File: src/rtl/timestamp_gen_multi_pkg.sv
// ============================================================================
// Module  : timestamp_gen_multi_pkg
// Brief   : Shared timestamp defaults and channel-slice helper for flow aging.
// Revision: 1.0 - initial release
// ============================================================================
`default_nettype none

package timestamp_gen_multi_pkg;

  localparam int TS_WIDTH_DEFAULT      = 5;
  localparam int TS_UNIT_WIDTH_DEFAULT = 32;

  function automatic int chan_idx_width(input int num_channels);
    return (num_channels > 1) ? $clog2(num_channels) : 1;
  endfunction

endpackage

// Selects channel c's field out of a packed per-channel vector of width w.
`define TSG_CHAN_SLICE(c, w) ((c)*(w)) +: (w)

`default_nettype wire

File: src/rtl/timestamp_gen_multi_if.sv
// ============================================================================
// Module  : timestamp_gen_multi_if
// Brief   : Unit-programming bus of the multi-channel timestamp generator.
// Revision: 1.0 - initial release
// ============================================================================
`default_nettype none

interface timestamp_gen_multi_if
  import timestamp_gen_multi_pkg::*;
#(
  parameter int CHAN_IDX_WIDTH = 1,
  parameter int UNIT_WIDTH     = TS_UNIT_WIDTH_DEFAULT
);

  logic                      cfg_valid;
  logic [CHAN_IDX_WIDTH-1:0] cfg_channel;
  logic [UNIT_WIDTH-1:0]     cfg_unit;
  logic                      cfg_error;

  modport master (
    output cfg_valid,
    output cfg_channel,
    output cfg_unit,
    input  cfg_error
  );

  modport slave (
    input  cfg_valid,
    input  cfg_channel,
    input  cfg_unit,
    output cfg_error
  );

endinterface

`default_nettype wire

File: src/rtl/timestamp_channel.sv
// ============================================================================
// Module  : timestamp_channel
// Brief   : One timestamp channel with programmable unit and deferred reload.
// Revision: 1.0 - initial release
// ============================================================================
`default_nettype none

module timestamp_channel
  import timestamp_gen_multi_pkg::*;
#(
  parameter int                              TIMESTAMP_WIDTH      = TS_WIDTH_DEFAULT,
  parameter int                              TIMESTAMP_UNIT_WIDTH = TS_UNIT_WIDTH_DEFAULT,
  parameter logic [TIMESTAMP_UNIT_WIDTH-1:0] DEFAULT_UNIT         =
      TIMESTAMP_UNIT_WIDTH'(1) << (TIMESTAMP_UNIT_WIDTH-1)
) (
  input  wire logic                            clk,
  input  wire logic                            reset,
  input  wire logic                            enable,
  input  wire logic                            clear,
  input  wire logic                            wr_en,
  input  wire logic [TIMESTAMP_UNIT_WIDTH-1:0] wr_unit,
  output logic      [TIMESTAMP_WIDTH-1:0]      timestamp,
  output logic                                 tick,
  output logic                                 wrap
);

  logic [TIMESTAMP_UNIT_WIDTH-1:0] r_unit;
  logic [TIMESTAMP_UNIT_WIDTH-1:0] r_counter;
  logic [TIMESTAMP_UNIT_WIDTH-1:0] r_pending_unit;
  logic                            r_pending_valid;
  logic                            w_boundary;

  assign w_boundary = enable && !clear &&
                      (r_counter == (r_unit - TIMESTAMP_UNIT_WIDTH'(1)));

  always_ff @(posedge clk) begin
    if (reset) begin
      r_unit          <= DEFAULT_UNIT;
      r_counter       <= '0;
      r_pending_unit  <= '0;
      r_pending_valid <= 1'b0;
      timestamp       <= '0;
      tick            <= 1'b0;
      wrap            <= 1'b0;
    end else begin
      tick <= 1'b0;
      wrap <= 1'b0;
      if (clear) begin
        r_counter <= '0;
        timestamp <= '0;
        if (r_pending_valid) begin
          r_unit          <= r_pending_unit;
          r_pending_valid <= 1'b0;
        end
      end else if (w_boundary) begin
        r_counter <= '0;
        timestamp <= timestamp + TIMESTAMP_WIDTH'(1);
        tick      <= 1'b1;
        wrap      <= &timestamp;
        if (r_pending_valid) begin
          r_unit          <= r_pending_unit;
          r_pending_valid <= 1'b0;
        end
      end else if (enable) begin
        r_counter <= r_counter + TIMESTAMP_UNIT_WIDTH'(1);
      end
      // A same-cycle write lands after any apply above, so it stays pending.
      if (wr_en) begin
        r_pending_unit  <= wr_unit;
        r_pending_valid <= 1'b1;
      end
    end
  end

endmodule

`default_nettype wire

File: src/rtl/timestamp_gen_multi.sv
// ============================================================================
// Module  : timestamp_gen_multi
// Brief   : Multi-channel timestamp generator: write decode, error, outputs.
// Revision: 1.0 - initial release
// ============================================================================
`default_nettype none

module timestamp_gen_multi
  import timestamp_gen_multi_pkg::*;
#(
  parameter int                              NUM_CHANNELS         = 2,
  parameter int                              TIMESTAMP_WIDTH      = TS_WIDTH_DEFAULT,
  parameter int                              TIMESTAMP_UNIT_WIDTH = TS_UNIT_WIDTH_DEFAULT,
  parameter logic [TIMESTAMP_UNIT_WIDTH-1:0] DEFAULT_UNIT         =
      TIMESTAMP_UNIT_WIDTH'(1) << (TIMESTAMP_UNIT_WIDTH-1),
  parameter int                              CHAN_IDX_WIDTH       = chan_idx_width(NUM_CHANNELS)
) (
  input  wire logic                                    clk,
  input  wire logic                                    reset,
  input  wire logic                                    enable,
  input  wire logic                                    clear,
  timestamp_gen_multi_if.slave                         cfg,
  output logic [NUM_CHANNELS*TIMESTAMP_WIDTH-1:0]      timestamp,
  output logic [NUM_CHANNELS-1:0]                      tick,
  output logic [NUM_CHANNELS-1:0]                      wrap
);

  localparam logic [CHAN_IDX_WIDTH:0] C_NUM_CHAN = (CHAN_IDX_WIDTH+1)'(NUM_CHANNELS);

  logic w_unit_ok;
  logic w_chan_ok;
  logic w_accept;

  assign w_unit_ok = (cfg.cfg_unit != '0);
  assign w_chan_ok = ({1'b0, cfg.cfg_channel} < C_NUM_CHAN);
  assign w_accept  = cfg.cfg_valid && w_unit_ok && w_chan_ok;

  always_ff @(posedge clk) begin
    if (reset) begin
      cfg.cfg_error <= 1'b0;
    end else begin
      cfg.cfg_error <= cfg.cfg_valid && !w_accept;
    end
  end

  for (genvar c = 0; c < NUM_CHANNELS; c++) begin : g_chan
    logic w_wr_en;
    assign w_wr_en = w_accept && (cfg.cfg_channel == CHAN_IDX_WIDTH'(c));

    timestamp_channel #(
      .TIMESTAMP_WIDTH      (TIMESTAMP_WIDTH),
      .TIMESTAMP_UNIT_WIDTH (TIMESTAMP_UNIT_WIDTH),
      .DEFAULT_UNIT         (DEFAULT_UNIT)
    ) u_chan (
      .clk       (clk),
      .reset     (reset),
      .enable    (enable),
      .clear     (clear),
      .wr_en     (w_wr_en),
      .wr_unit   (cfg.cfg_unit),
      .timestamp (timestamp[`TSG_CHAN_SLICE(c, TIMESTAMP_WIDTH)]),
      .tick      (tick[c]),
      .wrap      (wrap[c])
    );
  end

endmodule

`default_nettype wire

File: src/flat_wrapper.sv
// flat-port wrapper written by rule: the top's interface ports become plain ports
module timestamp_gen_multi_flat import timestamp_gen_multi_pkg::*;
#(
  parameter int                              NUM_CHANNELS         = 2,
  parameter int                              TIMESTAMP_WIDTH      = TS_WIDTH_DEFAULT,
  parameter int                              TIMESTAMP_UNIT_WIDTH = TS_UNIT_WIDTH_DEFAULT,
  parameter logic [TIMESTAMP_UNIT_WIDTH-1:0] DEFAULT_UNIT         =
      TIMESTAMP_UNIT_WIDTH'(1) << (TIMESTAMP_UNIT_WIDTH-1),
  parameter int                              CHAN_IDX_WIDTH       = chan_idx_width(NUM_CHANNELS)
)
  (clk, reset, enable, clear, timestamp, tick, wrap, cfg_cfg_valid, cfg_cfg_channel, cfg_cfg_unit, cfg_cfg_error);
  timestamp_gen_multi_if #(.CHAN_IDX_WIDTH(CHAN_IDX_WIDTH), .UNIT_WIDTH((32))) cfg_i ();
  input  wire logic clk;
  input  wire logic reset;
  input  wire logic enable;
  input  wire logic clear;
  output logic [NUM_CHANNELS*TIMESTAMP_WIDTH-1:0] timestamp;
  output logic [NUM_CHANNELS-1:0] tick;
  output logic [NUM_CHANNELS-1:0] wrap;
  input wire logic [$bits(cfg_i.cfg_valid)-1:0] cfg_cfg_valid;
  input wire logic [$bits(cfg_i.cfg_channel)-1:0] cfg_cfg_channel;
  input wire logic [$bits(cfg_i.cfg_unit)-1:0] cfg_cfg_unit;
  output wire logic [$bits(cfg_i.cfg_error)-1:0] cfg_cfg_error;
  assign cfg_i.cfg_valid = cfg_cfg_valid;
  assign cfg_i.cfg_channel = cfg_cfg_channel;
  assign cfg_i.cfg_unit = cfg_cfg_unit;
  assign cfg_cfg_error = cfg_i.cfg_error;
  timestamp_gen_multi #(.NUM_CHANNELS(NUM_CHANNELS), .TIMESTAMP_WIDTH(TIMESTAMP_WIDTH), .TIMESTAMP_UNIT_WIDTH(TIMESTAMP_UNIT_WIDTH), .DEFAULT_UNIT(DEFAULT_UNIT), .CHAN_IDX_WIDTH(CHAN_IDX_WIDTH)) u_core (.clk(clk), .reset(reset), .enable(enable), .clear(clear), .cfg(cfg_i), .timestamp(timestamp), .tick(tick), .wrap(wrap));
endmodule
File: config.mk
export PLATFORM = sky130hd
export DESIGN_NAME = timestamp_gen_multi_flat
export DESIGN_NICKNAME = d
export VERILOG_FILES = /design/src/rtl/timestamp_gen_multi_pkg.sv /design/src/rtl/timestamp_gen_multi_if.sv /design/src/rtl/timestamp_channel.sv /design/src/rtl/timestamp_gen_multi.sv /design/src/flat_wrapper.sv
export SDC_FILE = /design/constraint.sdc
export NUM_CORES = 1
export LEC_CHECK = 0
export BUFFER_PORTS_ARGS = -buffer_cell sky130_fd_sc_hd__buf_2
export CAP_MARGIN = 10
export CORE_ASPECT_RATIO = 2
export CORE_MARGIN = 2
export CORE_UTILIZATION = 56
export CTS_CLUSTER_DIAMETER = 100
export CTS_CLUSTER_SIZE = 14
export DETAILED_ROUTE_END_ITERATION = 6
export PLACE_DENSITY = 0.76
export SLEW_MARGIN = 20
export SYNTH_ARGS = -nofsm -noshare
export SYNTH_HDL_FRONTEND = slang
export SYNTH_SLANG_ARGS = --single-unit
export TNS_END_PERCENT = 100
File: constraint.sdc
create_clock -name clk -period 3.05 [get_ports clk]
set_input_delay 0.4575 -clock clk [delete_from_list [all_inputs] [get_ports clk]]
set_output_delay 0.4575 -clock clk [all_outputs]
set_load 0.02 [all_outputs]
# Word-level counts from Yosys, hierarchy flattened
# Cells that the tools add are included.
dict set report word_totals {
  register_bits 209
  output_inout_bits 15
  in_bits 38
}
dict set report op_classes {
  n_reduce_logical 21
  n_addsub 6
  n_bitwise 3
  eq_ne 2
  muxes 14
}
# op count
set op_table {}
lappend op_table {{$mux 32} 6}
lappend op_table {{$add 32x1->32 const B} 2}
lappend op_table {{$eq 32x32->1} 2}
lappend op_table {{$sub 32x1->32 const B} 2}
lappend op_table {{$reduce_bool 32->1} 1}
lappend op_table {{$reduce_or 3->1} 4}
lappend op_table {{$add 5x1->5 const B} 2}
lappend op_table {{$reduce_and 5->1} 2}
lappend op_table {{$mux 1} 8}
lappend op_table {{$logic_and 1x1->1} 7}
lappend op_table {{$reduce_bool 3->1} 2}
lappend op_table {{$reduce_bool 2->1} 2}
lappend op_table {{$not 1->1} 3}
lappend op_table {{$logic_not 1->1} 2}
lappend op_table {{$reduce_or 2->1} 1}

# Depth between registers and ports, before layout
dict set report depth {
  ltp_word 6
  depth_mapped 13
  depth_no_buf 10
}

# Hierarchy
# From an unflattened synthesis, not the netlist that was laid out.
dict set report unflattened {
  hier_cells 1260
  area_unflattened_um2 11198.2
}
# module n_inst cells_per_inst seq_area_each_um2 area_per_inst_um2
set modules_own_cells {}
lappend modules_own_cells {timestamp_channel 2 622 2082.0 5540.3}
lappend modules_own_cells {timestamp_gen_multi 1 16 20.0 117.6}

# Worst setup path after synthesis
# OpenSTA, ideal clock, no wires.
dict set report synth_timing {
  path_kind {register -> register}
  from {register u_core.g_chan[0].u_chan.r_unit[0]}
  to {register u_core.g_chan[0].u_chan.timestamp[3]}
  period_less_slack_ns 3.158
  path_stages_with_launch 11
  setup_slack_ns -0.108
  t_arrival_ns 3.088
  path_cell_list {dfxtp_1 inv_1 ha_1 nor3b_1 nand2_2 o41a_1 or4_1 nor4_1 nand4_1 or4_1 a21oi_1}
}
dict set report synth_between {
  elab_chain_len 3
}
# item line
set synth_lines {}
lappend synth_lines {{start: declaration} timestamp_channel.sv:27} ;# logic [TIMESTAMP_UNIT_WIDTH-1:0] r_unit;
lappend synth_lines {{start signal: assignment} timestamp_channel.sv:52} ;# r_unit <= r_pending_unit;
lappend synth_lines {{start signal: assignment} timestamp_channel.sv:61} ;# r_unit <= r_pending_unit;
lappend synth_lines {{$sub 32x1->32} timestamp_channel.sv:34} ;# (r_counter == (r_unit - TIMESTAMP_UNIT_WIDTH'(1)));
lappend synth_lines {{$eq 32x32->1} timestamp_channel.sv:34}
lappend synth_lines {{$logic_and 1x1->1} timestamp_channel.sv:33} ;# assign w_boundary = enable && !clear &&
lappend synth_lines {{end signal: assignment} timestamp_channel.sv:57} ;# timestamp <= timestamp + TIMESTAMP_WIDTH'(1);
lappend synth_lines {{end: declaration} timestamp_channel.sv:22} ;# output logic [TIMESTAMP_WIDTH-1:0] timestamp,
# No other way between the ends.
# A chain may end at the register's enable or synchronous reset.

# Worst setup path in the final report
dict set report layout_timing {
  from {register u_core.g_chan[0].u_chan.r_unit[19]}
  to {register u_core.g_chan[0].u_chan.timestamp[3]}
}
# Same word-level chain as after synthesis.

==> out/qor.txt <==
biggest area consumer among synthesized cells: dfxtp_1
WP data arrival: 3.65 ns
async set-reset flop share out of synthesis: 0
clock slew at reported path FFs: 0.07 ns
design area: 14,400 sq um
CTS tree: yes
commonest cells after routing, fill and taps aside: dfxtp_1 (206), nor2_1 (169), buf_4 (121)
failing checks: setup timing
Total GRT Usage: 0.285
PortBufs: 52
Setup TNS Final: -7.36 ns
Post-synth EDFFs: 0
Slew @ Worst Pin: 0.717 ns
initial core utilization: 0.570
CTS max path bufs: 3
Via density: 6.14
core region area: 20,900 sq um
mapped cell area: 11,900 sq um
HPWL after DPL: 23.9 mm
RSZ-0062 raised after global routing: yes
GR Overflow Total: 0
pre-CTS WS: -0.393 ns
NumNets Final: 1,563
sequential power share: 0.485
Inserted Clock Buffers: 18
Slew Limit Fails: 0
slew margin rel.: 0.522
Vias: 11.0k
slowest cell delay on critical path: 0.53 ns
antenna cells: 0
Finish-stage setup viols: 76
clk root buf: clkbuf_16
maximum net fanout on the critical path: 6
power per cell area: 406 nW/um^2
# rows: 75
fin crit period: 3.22 ns
Sink Count: 209
clk_skew: 0.0168 ns
Yosys Warn Count: 0
placed standard-cell area: 13,100 sq um
Logic pwr share: 0.157
HP Class: input port to register
Peak VDD IR: 0.414 mV
switching portion of total power: 0.265
first drt pass iteration count: 7
worst setup margin: -0.170 ns
WL final: 34.5 mm
Pint: 4.30 mW
Synth Flop Type: dfxtp_1
number of global-route vias before repair: 10.6k
P_sw: 1.55 mW
Syn Inst Count: 1,406
Routed Antenna Nets: 0
first-pass GRT wire length: 51.8 mm
die area: 22,500 sq um
Critical Path Start Type: register
GPL Wtd Cong: 0.925
Max Cap Viol: 0
outcome: finished, violations left
WS Path Type: register to register
Synth top area share: 0.351
layout cells sized above 1: 0.208
Distinct cells, synth: 80
worst skew pair latency: 0.50 ns
largest cells by area after synthesis: dfxtp_1 (35%), mux2i_1 (8.3%), nor2_1 (5.7%), xnor2_1 (5.2%), xor2_1 (5.2%)
Synth Register Bits: 209
Synthesized Nets: 1,452
crit-path cells: or4_4, or4b_4, mux2_2, o211ai_1, nor4b_4, nand4_1, buf_6, or4_1, a21oi_1
met1 usage in global routing: 0.283
CP endpoint kind: register
Die W: 107 um
Area Overhead vs Synth: 20.7%
Die Height: 210 um
Top Usage Layer GRT: met2
Global Route met3 Usage: 0.0281
sequential share of the synthesized area: 0.351
slowest cell on the critical path: or4_4
clock group share of total power: 0.358
commonest non-fill, non-tap cell in the layout: dfxtp_1
Period Utilization, post-route: 1.06
mean post-synth cell area: 8.48 sq um
Fin. Hold Viols: 0
Leakage: 5.68 nW
initial antenna violation count: 0
grt met2 use: 0.542
residual DRC count: 0
initial drt markers: 553
H-tree depth: 1
IO Count: 53
CP required: 3.48 ns
pin count of the biggest net entering global routing: 129
routed length per instance: 19.3 um
fmax: 311 MHz
-- flip-flops by register name, summed over array words and instances (netlist names) --
register,cells
u_core.g_chan.u_chan.wrap,2
u_core.g_chan.u_chan.r_pending_unit,64
u_core.g_chan.u_chan.timestamp,10
u_core.g_chan.u_chan.r_counter,64
u_core.g_chan.u_chan.tick,2
u_core.g_chan.u_chan.r_unit,64
u_core.g_chan.u_chan.r_pending_valid,2
u_core.cfg.cfg_error,1
-- final timing paths --
kind	end	from	cells past startpoint	slack, ns
worst min-delay path	u_core.g_chan[0].u_chan.r_pending_unit[25]	cfg_cfg_unit[25]	3	0.23
worst max-delay path	u_core.g_chan[0].u_chan.timestamp[3]	u_core.g_chan[0].u_chan.r_unit[19]	9	-0.17
worst min register to register	u_core.g_chan[1].u_chan.r_unit[1]	u_core.g_chan[1].u_chan.r_pending_unit[1]	2	0.48
worst max register to register	u_core.g_chan[0].u_chan.timestamp[3]	u_core.g_chan[0].u_chan.r_unit[19]	9	-0.17
-- final cells by class --
class | instances | area (sq um)
Clock buffer | 20 | 479
Fill cell | 1657 | 6530
Inverter | 18 | 67.6
Multi-Input combinational cell | 1067 | 7630
Sequential cell | 209 | 4190
Tap cell | 269 | 337
Timing Repair Buffer | 203 | 1690
-- synth_stat cells, types with 9 or more instances --
cell type	n
a31oi_1	35
inv_1	17
a21oi_1	18
or4_1	40
buf_2	19
nor2_1	182
dfxtp_1	209
xnor2_1	71
xor2_1	71
nand4_1	35
o21ai_0	10
and2_1	10
nand2b_1	68
nand3_1	32
nor3_1	28
nor4_1	34
nor3b_1	35
o311ai_1	30
and4_1	10
nand2_1	105
clkbuf_1	72
or3_1	12
and3_1	9
mux2i_1	99
o31ai_1	12
-- per-layer routing --
metal	up-vias	wire length, um
met5	-	0
met1	5263	11800
met3	144	1160
li1	5230	-
met2	334	18900
met4	0	2630
-- cells by family after synthesis --
| logic type | count (synthesis) | synth area share |
|---|---|---|
| simple gates | 639 | 0.291 |
| flops | 209 | 0.351 |
| fa+ha+maj | 8 | 0.00840 |
| xor+xnor | 143 | 0.106 |
| buf+inv | 130 | 0.0473 |
| compound gates | 177 | 0.112 |
| mux | 100 | 0.0841 |
-- power groups by stage --
stage | registers [mW] | logic (mW) | clock network (mW)
2_1_floorplan | 2.88 | 0.522 | 0
3_3_place_gp | 2.89 | 0.786 | 0
3_5_place_dp | 2.90 | 0.799 | 0
4_1_cts | 2.83 | 0.811 | 2.13
5_1_grt | 2.84 | 0.970 | 2.22
6_report | 2.84 | 0.916 | 2.10
-- repair_timing --
item / CTS / global route
hold buffers: 0 / 0
pin swaps: 10 / 33
endpoints found under the setup margin: 139 / 143
cloned: 2 / 8
resized for setup: 20 / 78
setup buffers: 3 / 14
-- critical path, delay by kind of cell, from the launching register on --
| family | cells | cell delay (ns) |
|---|---|---|
| AND/OR/NAND/NOR | 5 | 1.97 |
| AO/OA/AOI/OAI | 2 | 0.40 |
| multiplexers | 1 | 0.28 |
| buffers and inverters | 1 | 0.20 |
| flip-flops | 1 | 0.31 |
-- stage by stage --
step           utilization  hold slack [ns]  std cells  total power [mW]
2_1_floorplan            -            0.452       1406              3.40
3_3_place_gp         0.628            0.463       1740              3.68
3_5_place_dp         0.628            0.470       1740              3.69
4_1_cts              0.656            0.223       1765              5.78
5_1_grt              0.688            0.236       1786              6.03
6_report             0.688            0.228       1786              5.85
Note: power is estimated with default switching activity, not from simulation.
